### config.mk
export PLATFORM = sky130hd
export DESIGN_NAME = spi_burst_rx_flat
export DESIGN_NICKNAME = d
export VERILOG_FILES = /design/src/rtl/spi_burst_rx_if.sv /design/src/rtl/spi_burst_rx.sv /design/src/flat_wrapper.sv
export SDC_FILE = /design/constraint.sdc
export NUM_CORES = 1
export LEC_CHECK = 0
export ABC_AREA = 1
export CAP_MARGIN = 10
export CORE_ASPECT_RATIO = 1.5
export CORE_UTILIZATION = 40
export DETAILED_ROUTE_END_ITERATION = 12
export PLACE_DENSITY = 0.72
export SYNTH_ARGS = -nofsm -noshare
export SYNTH_HDL_FRONTEND = slang
export SYNTH_SLANG_ARGS = --single-unit
### constraint.sdc
create_clock -name clk -period 1.85 [get_ports clk]
set_input_delay 0.2775 -clock clk [delete_from_list [all_inputs] [get_ports clk]]
set_output_delay 0.2775 -clock clk [all_outputs]
set_load 0.01 [all_outputs]
### src/rtl/spi_burst_rx_if.sv
// Control, serial and result signals of the SPI burst receiver.
// The master side starts bursts and drives sck/miso; the slave side is the receiver.
interface spi_burst_rx_if #(
    parameter int DATA_W = 8
);
    logic              start;
    logic              abort;
    logic [7:0]        burst_len;
    logic              sck;
    logic              miso;
    logic [DATA_W-1:0] op_data;
    logic              op_flag;
    logic              busy;
    logic              done;

    modport master (
        output start, abort, burst_len, sck, miso,
        input  op_data, op_flag, busy, done
    );

    modport slave (
        input  start, abort, burst_len, sck, miso,
        output op_data, op_flag, busy, done
    );
endinterface

### src/rtl/spi_burst_rx.sv
// SPI slave receiver: oversamples sck/miso on clk and assembles DATA_W-bit words
// for a burst of up to MAX_BURST words, strobing each word and the end of the burst.
module spi_burst_rx #(
    parameter int DATA_W    = 8,
    parameter int MAX_BURST = 148,
    parameter bit CPOL      = 1'b0,
    parameter bit CPHA      = 1'b0,
    parameter bit MSB_FIRST = 1'b1
) (
    input logic          clk,
    input logic          rst,
    spi_burst_rx_if.slave bus
);
    localparam int               CNT_W    = $clog2(DATA_W);
    localparam logic [CNT_W-1:0] LAST_BIT = CNT_W'(DATA_W - 1);
    localparam logic [7:0]       MAX_LEN  = 8'(MAX_BURST);

    localparam logic [0:0] IDLE = 1'b0;
    localparam logic [0:0] RECV = 1'b1;

    logic [0:0]        state;
    logic              sck_s1, sck_s2, sck_s3;
    logic              miso_s1, miso_s2;
    logic              lead_edge, trail_edge, sample;
    logic [DATA_W-1:0] shreg, shreg_nxt;
    logic [CNT_W-1:0]  bit_cnt;
    logic [7:0]        len, word_cnt;
    logic [DATA_W-1:0] op_data_r;
    logic              op_flag_r, done_r;

    // Sync flops start at the idle levels so leaving reset never looks like an edge.
    always_ff @(posedge clk) begin
        if (rst) begin
            sck_s1  <= CPOL;
            sck_s2  <= CPOL;
            sck_s3  <= CPOL;
            miso_s1 <= 1'b1;
            miso_s2 <= 1'b1;
        end else begin
            sck_s1  <= bus.sck;
            sck_s2  <= sck_s1;
            sck_s3  <= sck_s2;
            miso_s1 <= bus.miso;
            miso_s2 <= miso_s1;
        end
    end

    assign lead_edge  = (sck_s3 == CPOL) && (sck_s2 != CPOL);
    assign trail_edge = (sck_s3 != CPOL) && (sck_s2 == CPOL);
    assign sample     = CPHA ? trail_edge : lead_edge;

    always_comb begin
        shreg_nxt = shreg;
        if (MSB_FIRST)
            shreg_nxt = {shreg[DATA_W-2:0], miso_s2};
        else
            shreg_nxt = {miso_s2, shreg[DATA_W-1:1]};
    end

    always_ff @(posedge clk) begin
        if (rst) begin
            state     <= IDLE;
            len       <= 8'd0;
            bit_cnt   <= '0;
            word_cnt  <= 8'd0;
            shreg     <= '0;
            op_data_r <= '0;
            op_flag_r <= 1'b0;
            done_r    <= 1'b0;
        end else begin
            op_flag_r <= 1'b0;
            done_r    <= 1'b0;
            case (state)
                IDLE: begin
                    if (bus.start && (bus.burst_len != 8'd0)) begin
                        state    <= RECV;
                        len      <= (bus.burst_len > MAX_LEN) ? MAX_LEN : bus.burst_len;
                        bit_cnt  <= '0;
                        word_cnt <= 8'd0;
                        shreg    <= '0;
                    end
                end
                RECV: begin
                    // abort wins over any sample or completion in the same cycle
                    if (bus.abort) begin
                        state    <= IDLE;
                        bit_cnt  <= '0;
                        word_cnt <= 8'd0;
                        shreg    <= '0;
                    end else if (sample) begin
                        shreg <= shreg_nxt;
                        if (bit_cnt == LAST_BIT) begin
                            bit_cnt   <= '0;
                            op_data_r <= shreg_nxt;
                            op_flag_r <= 1'b1;
                            word_cnt  <= word_cnt + 8'd1;
                            if (word_cnt + 8'd1 == len) begin
                                done_r <= 1'b1;
                                state  <= IDLE;
                            end
                        end else begin
                            bit_cnt <= bit_cnt + CNT_W'(1);
                        end
                    end
                end
                default: state <= IDLE;
            endcase
        end
    end

    assign bus.op_data = op_data_r;
    assign bus.op_flag = op_flag_r;
    assign bus.done    = done_r;
    assign bus.busy    = (state == RECV);
endmodule

### src/flat_wrapper.sv
// flat-port wrapper written by rule: the top's interface ports become plain ports
module spi_burst_rx_flat 
#(
    parameter int DATA_W    = 8,
    parameter int MAX_BURST = 148,
    parameter bit CPOL      = 1'b0,
    parameter bit CPHA      = 1'b0,
    parameter bit MSB_FIRST = 1'b1
)
  (clk, rst, bus_start, bus_abort, bus_burst_len, bus_sck, bus_miso, bus_op_data, bus_op_flag, bus_busy, bus_done);
  spi_burst_rx_if #(.DATA_W(DATA_W)) bus_i ();
  input logic clk;
  input logic rst;
  input wire logic [$bits(bus_i.start)-1:0] bus_start;
  input wire logic [$bits(bus_i.abort)-1:0] bus_abort;
  input wire logic [$bits(bus_i.burst_len)-1:0] bus_burst_len;
  input wire logic [$bits(bus_i.sck)-1:0] bus_sck;
  input wire logic [$bits(bus_i.miso)-1:0] bus_miso;
  output wire logic [$bits(bus_i.op_data)-1:0] bus_op_data;
  output wire logic [$bits(bus_i.op_flag)-1:0] bus_op_flag;
  output wire logic [$bits(bus_i.busy)-1:0] bus_busy;
  output wire logic [$bits(bus_i.done)-1:0] bus_done;
  assign bus_i.start = bus_start;
  assign bus_i.abort = bus_abort;
  assign bus_i.burst_len = bus_burst_len;
  assign bus_i.sck = bus_sck;
  assign bus_i.miso = bus_miso;
  assign bus_op_data = bus_i.op_data;
  assign bus_op_flag = bus_i.op_flag;
  assign bus_busy = bus_i.busy;
  assign bus_done = bus_i.done;
  spi_burst_rx #(.DATA_W(DATA_W), .MAX_BURST(MAX_BURST), .CPOL(CPOL), .CPHA(CPHA), .MSB_FIRST(MSB_FIRST)) u_core (.clk(clk), .rst(rst), .bus(bus_i));
endmodule
## After elaboration in Yosys (flattened, before gate mapping)

Cells that the tools add are included.

- Add/subtract/negate cells: 2
- Multiply operators: 0
- Div/mod/pow operators: 0
- Magnitude comparators: 1
- Equality and inequality tests: 5
- Shift-type cells: 0
- Muxes and demuxes: 22
- Bitwise gates (word level): 5
- Reduce and logical (&&, ||, !) cells: 9

Operators by type and width:

| cell | number |
|---|---|
| $mux 8 | 5 |
| $pmux 8 s2 | 1 |
| $mux 7 | 2 |
| $pmux 7 s2 | 1 |
| $mux 3 | 4 |
| $add 8x1->8 const B | 1 |
| $eq 8x8->1 | 1 |
| $gt 8x8->1 const B | 1 |
| $reduce_bool 8->1 | 1 |
| $mux 1 | 7 |
| $ne 3x3->1 const B | 2 |
| $pmux 3 s2 | 1 |
| $not 1->1 | 5 |
| $reduce_or 5->1 | 1 |
| $reduce_and 2->1 | 2 |
| $reduce_and 4->1 | 1 |
| $reduce_or 4->1 | 1 |
| $add 3x1->3 const B | 1 |
| $eq 3x3->1 const B | 1 |
| $reduce_and 3->1 | 1 |
| $logic_and 1x1->1 | 2 |
| $ne 2x1->1 const B | 1 |
| $pmux 1 s2 | 1 |

- Flip-flop bits (word level): 42
- Latch bits: 0
- RAM bits: 0
- ROM bits: 0
- Output and inout port bits: 11
- Logic and storage cells: 57
- Memories: 0

## Depth between registers and ports, before layout

Gate-level depths: netlist of run 1.

- Word-level depth: 7
- Mapped depth: 12

## Worst setup path before layout of run 1

No wires, ideal clock.

- Path kind: register to register
- Start point: reg u_core.bit_cnt[0]
- End point: reg u_core.word_cnt[0]
- Library setup time: 0.070 ns
- Arrival time: 1.417 ns
- Required time: 1.780 ns
- Slack: 0.363 ns
- Cell stages (with the launch flop): 10
- Path buffers: 0
- Clock period less this slack: 1.487 ns
- Cells stage by stage: dfxtp_1 ha_1 ha_1 inv_1 nor3_1 o21ai_0 nand2_1 inv_1 o21ai_0 a21oi_1

- Longest elaborated chain between the ends: 3

RTL lines:

| element | line | RTL |
|---|---|---|
| from (decl) | spi_burst_rx.sv:26 | `logic [CNT_W-1:0] bit_cnt;` |
| from (signal assigned) | spi_burst_rx.sv:102 | `bit_cnt <= bit_cnt + CNT_W'(1);` |
| $eq 3x3->1 | spi_burst_rx.sv:92 | `if (bit_cnt == LAST_BIT) begin` |
| $ne 3x3->1 (no line) | - |  |
| $reduce_and 3->1 (no line) | - |  |
| to (signal assigned) | spi_burst_rx.sv:96 | `word_cnt <= word_cnt + 8'd1;` |
| to (decl) | spi_burst_rx.sv:27 | `logic [7:0] len, word_cnt;` |

No other way between the ends.
A chain may end at the register's enable or synchronous reset.

## Worst setup path in the final report of run 1

- Start point: reg u_core.word_cnt[0]
- End point: reg u_core.state (netlist: u_core.bus.busy)

- Longest elaborated chain between the ends: 7

RTL lines:

| element | line | RTL |
|---|---|---|
| $add 8x1->8 | spi_burst_rx.sv:97 | `if (word_cnt + 8'd1 == len) begin` |
| $eq 8x8->1 | spi_burst_rx.sv:97 |  |
| $mux 1 | spi_burst_rx.sv:97 |  |
| $mux 1 | spi_burst_rx.sv:92 |  |
| $mux 1 | spi_burst_rx.sv:90 | `end else if (sample) begin` |
| $mux 1 | spi_burst_rx.sv:85 | `if (bus.abort) begin` |
| $pmux 1 s2 | spi_burst_rx.sv:73 | `case (state)` |
| to (signal assigned) | spi_burst_rx.sv:76 | `state <= RECV;` |
| to (signal assigned) | spi_burst_rx.sv:86 | `state <= IDLE;` |
| to (signal assigned) | spi_burst_rx.sv:99 | `state <= IDLE;` |
| to (decl) | spi_burst_rx.sv:21 | `logic [0:0] state;` |

No other way between the ends.

==> flow_summary.json, run 1 <==
{
  "status": "finished clean",
  "path_class": "flop to flop",
  "rsz0062_at_grt": "no",
  "power.leakage_nw": 0.955,
  "setup_tns_ps": 0,
  "drive_gt1_share_pct": 11.8,
  "final_hold_viol_count": 0,
  "synth_fp_nets": 283,
  "core_sq_um": 4620,
  "cts_tree": "done",
  "via_per_inst": 4.71,
  "slew_viol_final": 0,
  "grt_pass1_wl_mm": 6.95,
  "worstSetupStartpointType": "flop",
  "syn_inst": 266,
  "pre_cts_ws_ps": 107,
  "syn_avg_cell_area_sq_um": 7.34,
  "ctsHoldBuffers": 0,
  "num_vias": 1701,
  "nets": 313,
  "drc": 0,
  "yosys_most_used_dff": "dfxtp_1",
  "nFillCells": 453,
  "routed_wl_mm": 4.06,
  "yosysWarnings": 0,
  "ir_drop_uv": 484,
  "overflow": 0,
  "path_common_cell": "nand2_1",
  "ys_seq_elements": 42,
  "cap_violations": 0,
  "setup_viol": 0,
  "hpwl_mm": 3.14,
  "async_flop_share_pct": 0,
  "ctsHtreeMaxLevel": 2,
  "drt_first_pass_iters": 4,
  "clkLatencyLatePin_ps": 300,
  "die-area_sq_um": 5170,
  "crit_required_ps": 2040,
  "grt_max_degree": 29,
  "grt_pass1_vias": 1626,
  "synth_area_sq_um": 1950,
  "slew_headroom_pct": 74.9,
  "power_density_nw_per_um2": 744,
  "avgRoutedWirePerCell_um": 11.3,
  "cts_root_buffer": "clkbuf_8",
  "synth_edf_count": 0,
  "io_pins": 25,
  "clock.fmax_mhz": 596,
  "die_y_um": 87.6,
  "drtIter0Drc": 57,
  "cts_max_path_buffers": 2,
  "netlist-cell-type-count": 30,
  "track_usage_pct": 17.8,
  "fin_ws_ps": 173,
  "clock_skew_ps": 6.49,
  "hp-class": "flop to flop",
  "cts-buffers-inserted": 5,
  "cp.arrival_ps": 1860,
  "path_cells": "ha_1, nand2_1, inv_1, nor2_1, nand2_1, nand3_1, nor2_1, nand2_1, nor2_2, nand3_1, nand2_1, a21oi_2",
  "start_util_pct": 42.3,
  "worstMarginPinSlew_ps": 376,
  "period_needed_ps": 1680,
  "portBuffers": 24,
  "cts_sinks": 42,
  "critPathMaxStageDelay_ps": 410,
  "diodes": 0,
  "grt_antenna_before_repair": 0,
  "die_w_um": 59.0,
  "cp-end-kind": "flop",
  "core.rowCount": 30,
  "period_share_pct": 90.6,
  "globalplace.congestion": 0.855,
  "antenna_left": 0,
  "slowest_stage": "dfxtp_1",
  "yosysSeqAreaShare_pct": 43.1,
  "clk_pin_slew_ps": 80,
  "crit_fanout": 5,
  "post_cts_buffers": 0,
  "post_cts_resized": 0,
  "area_delta_synth_final_pct": 23.0
}
## worst max-delay path, delay by kind of cell (launching register included)
kind | cells | cell delay (ps)
fa+ha+maj | 1 | 260
simple gates | 9 | 750
flops | 1 | 410
compound gates | 1 | 50
buf+inv | 1 | 110
## synthesized netlist by cell type, types with 3 or more instances
| cell | instances | area share, % |
|---|---|---|
| a21oi_1 | 18 | 4.6 |
| clkbuf_1 | 3 | 0.58 |
| dfxtp_1 | 42 | 43 |
| ha_1 | 3 | 1.9 |
| inv_1 | 38 | 7.3 |
| nand2_1 | 48 | 9.2 |
| nand3_1 | 32 | 8.2 |
| nand4_1 | 3 | 0.96 |
| nor2_1 | 28 | 5.4 |
| nor2_2 | 4 | 1.3 |
| nor2_4 | 5 | 2.9 |
| o21ai_0 | 14 | 3.6 |
| o22ai_1 | 6 | 1.9 |
## cell families (layout without fill, tap and decap cells)
group           count (synthesis)  count (layout)  share of synthesized area, %
simple gates                  131             131                          32.9
fa+ha+maj                       3               3                          1.92
compound gates                 41              41                          11.5
buf+inv                        47              78                          9.68
flops                          42              42                          43.1
xor+xnor                        2               2                         0.898
## layer usage
metal,wire length [um],track usage [%],vias up,part of all wire [%]
met5,0,0,-,0
met4,186,11.3,0,4.6
met3,90,3.69,15,2.2
met2,2120,31.7,23,52
met1,1670,18.6,754,41
li1,-,-,909,-
## worst paths after layout
kind / slack (ps) / end / cells after the start / from
setup reg to reg: 170 / u_core.bus.busy / 12 / u_core.word_cnt[0]
setup / recovery: 170 / u_core.bus.busy / 12 / u_core.word_cnt[0]
hold / removal: 410 / u_core.sck_s2 / 2 / u_core.sck_s1
hold reg to reg: 410 / u_core.sck_s2 / 2 / u_core.sck_s1
## registers in the layout, indices dropped and copies added, names as in the netlist, 3 cells and up
register and cells:
u_core.len 8, u_core.bus.op_data 8, u_core.bit_cnt 3, u_core.shreg 7, u_core.word_cnt 8
## report_power, final
group          internal [mW]  leakage (nW)  total [mW]  switching, mW
logic                 0.0643         0.563       0.147         0.0830
clock network          0.402        0.0514       0.708          0.305
registers              0.920         0.341       0.931         0.0104
total                   1.39         0.955        1.79          0.399
## stage by stage
stage / instance area [sq um] / total power, mW / cells / hold slack (ps) / util (%)
after floorplan: 1950 / 1.03 / 266 / 360 / -
after global placement: 2290 / 1.10 / 353 / 393 / 49.6
after detailed placement: 2290 / 1.10 / 353 / 399 / 49.6
after CTS: 2400 / 1.81 / 361 / 411 / 52.0
after global routing: 2400 / 1.87 / 361 / 425 / 52.0
final: 2400 / 1.79 / 361 / 406 / 52.0
## cell type report
| class | instances | area (sq um) | area share, % |
|---|---|---|---|
| Clock buffer | 6 | 72.6 | 3.02 |
| Clock inverter | 2 | 37.5 | 1.56 |
| Inverter | 40 | 150 | 6.25 |
| Multi-Input combinational cell | 177 | 922 | 38.4 |
| Sequential cell | 42 | 841 | 35.0 |
| Tap cell | 64 | 80.1 | 3.34 |
| Timing Repair Buffer | 30 | 298 | 12.4 |
## cell usage in the layout (no fill, tap or decap)
cell and count:
o21ai_0 14, and2_4 1, or2_2 2, or2_1 1
nand3_1 32, dfxtp_1 42, nor2_4 5, buf_12 1
clkinvlp_4 1, a221oi_1 1, nand3_2 1, clkdlybuf4s50_1 24
nand2_4 2, clkbuf_8 5, nand2_1 48, buf_4 5
o22ai_1 6, nor2_2 4, nor3_1 1, a21oi_2 2
inv_2 2, nand4_1 3, nor2_8 1, nor2_1 28
ha_1 3, clkbuf_1 1, nand2_2 2, xor2_1 1
inv_1 38, bufinv_16 1, xnor2_1 1, a21oi_1 18
Note: power is estimated with default switching activity, not from simulation.
==> run 2, diff against run 1 <==
--- a/config.mk
+++ b/config.mk
@@ -7,10 +7,12 @@
 export LEC_CHECK = 0
 export ABC_AREA = 1
 export CAP_MARGIN = 10
+export CELL_PAD_IN_SITES_DETAIL_PLACEMENT = 1
+export CELL_PAD_IN_SITES_GLOBAL_PLACEMENT = 2
 export CORE_ASPECT_RATIO = 1.5
-export CORE_UTILIZATION = 40
+export CORE_UTILIZATION = 31
 export DETAILED_ROUTE_END_ITERATION = 12
-export PLACE_DENSITY = 0.72
+export PLACE_DENSITY = 0.89
 export SYNTH_ARGS = -nofsm -noshare
 export SYNTH_HDL_FRONTEND = slang
 export SYNTH_SLANG_ARGS = --single-unit
==> run 2 against run 1 <==
Non-clock buffer count grew 3; wire length up 21%; flip-flop and latch count did not move; clock power decreased by 12%; count of clock-buffer cells in the layout is 1 higher; die area grew 28%; clock skew grew 0.89 ps; first-iteration DRC count is 46% lower; combinational power up 7%; critical path type unchanged; largest cell class unchanged.
==> flow_summary.json, run 2 (synthesized netlist as in run 1, its figures left out) <==
{
  "crit_fanout": 8,
  "portBuffers": 24,
  "cts_sinks": 42,
  "slew_headroom_pct": 73.6,
  "setup_viol": 0,
  "clkLatencyLatePin_ps": 300,
  "clock_skew_ps": 7.38,
  "core.rowCount": 35,
  "die_y_um": 99.2,
  "drc": 0,
  "totalPowerFinal_mw": 1.71,
  "slew_viol_final": 0,
  "crit_required_ps": 2070,
  "antenna_left": 0,
  "dp.cells": 366,
  "via_per_inst": 4.71,
  "nFillCells": 789,
  "clk_pin_slew_ps": 80,
  "overflow": 0,
  "clock.fmax_mhz": 591,
  "drtIter0Drc": 31,
  "period_needed_ps": 1690,
  "cap_violations": 0,
  "post_cts_buffers": 0,
  "io_pins": 25,
  "cts_root_buffer": "clkbuf_8",
  "grt_pass1_vias": 1818,
  "avgRoutedWirePerCell_um": 13.1,
  "mostFrequentLayoutCell": "nand2_1",
  "power_density_nw_per_um2": 706,
  "drive_gt1_share_pct": 13.7,
  "worstSetupStartpointType": "flop",
  "multiInputGateArea_sq_um": 930,
  "period_share_pct": 91.5,
  "cp.arrival_ps": 1920,
  "routed_wl_mm": 4.91,
  "die_w_um": 66.8,
  "core_sq_um": 6130,
  "mostFrequentLayoutCells": "nand2_1 (48), dfxtp_1 (41), inv_1 (38)",
  "cts_max_path_buffers": 2,
  "nets": 316,
  "rsz0062_at_grt": "yes",
  "track_usage_pct": 16.8,
  "grt_max_degree": 29,
  "cts_tree": "done",
  "ctsHtreeMaxLevel": 2,
  "power.leakage_nw": 0.965,
  "globalplace.congestion": 0.799,
  "path_class": "flop to flop",
  "status": "finished clean",
  "start_util_pct": 31.8,
  "regArea_sq_um": 842,
  "drt_first_pass_iters": 4,
  "grt_pass1_wl_mm": 8.28,
  "ir_drop_uv": 426,
  "cp-end-kind": "flop",
  "num_vias": 1760,
  "die-area_sq_um": 6620,
  "final_hold_viol_count": 0,
  "hp-class": "flop to flop",
  "worstMarginPinSlew_ps": 395,
  "hpwl_mm": 3.86,
  "grt_antenna_before_repair": 0,
  "diodes": 0,
  "final_util_pct": 39.6,
  "final_cell_count_no_fill": 374,
  "area_delta_synth_final_pct": 24.3,
  "cts-buffers-inserted": 5
}
## run 2: final cells by class
cell class | instances | share of cell area [%]
Tap cell | 74 | 3.82
Sequential cell | 42 | 34.7
Clock inverter | 1 | 0.206
Multi-Input combinational cell | 177 | 38.3
Inverter | 40 | 6.19
Clock buffer | 7 | 3.56
Timing Repair Buffer | 33 | 13.2
## run 2: layer usage
metal	part of all wire [%]	up-vias	track usage (%)
met5	0	-	0
met4	1.9	0	6.87
met3	1.3	8	2.87
met2	57	12	32.9
met1	40	827	16.4
li1	-	913	-
## run 2: final timing paths
| kind | startpoint | end | slack, ps | cells past startpoint |
|---|---|---|---|---|
| max reg2reg | u_core.bit_cnt[0] | u_core.word_cnt[0] | 160 | 9 |
| max | u_core.bit_cnt[0] | u_core.word_cnt[0] | 160 | 9 |
| min reg2reg | u_core.sck_s1 | u_core.sck_s2 | 410 | 2 |
| min | u_core.sck_s1 | u_core.sck_s2 | 410 | 2 |
## run 2: power by group
| part | switching, mW | total (mW) | internal (mW) |
|---|---|---|---|
| clock network | 0.323 | 0.624 | 0.302 |
| logic | 0.0889 | 0.158 | 0.0687 |
| registers | 0.0104 | 0.931 | 0.920 |
## run 2: timing repair
| action | 4_1_cts | 5_1_grt |
|---|---|---|
| hold buffers | 0 | 0 |
| resized for setup | 0 | 3 |
| setup endpoints to repair | 0 | 2 |
| hold endpoints to repair | 0 | 0 |
## run 2: worst max-delay path, cell delays in order, from the launching register on
cell and delay [ps]:
dfxtp_1 330, ha_1 190, ha_1 190, inv_1 120, nor3_2 70, o21ai_0 140, nand2_1 70, inv_1 250
o21ai_0 120, a21oi_1 130
## run 2: metrics by stage
| stage | setup slack, ps | instance area [sq um] | hold slack [ps] | setup TNS [ps] |
|---|---|---|---|---|
| finish | 158 | 2430 | 406 | 0 |
| global route | 5.39 | 2430 | 420 | 0 |
| CTS | 66.1 | 2420 | 411 | 0 |
| detailed placement | -59.0 | 2330 | 399 | -106 |
| global placement | 21.5 | 2330 | 394 | 0 |
| floorplan | 363 | 1950 | 360 | 0 |
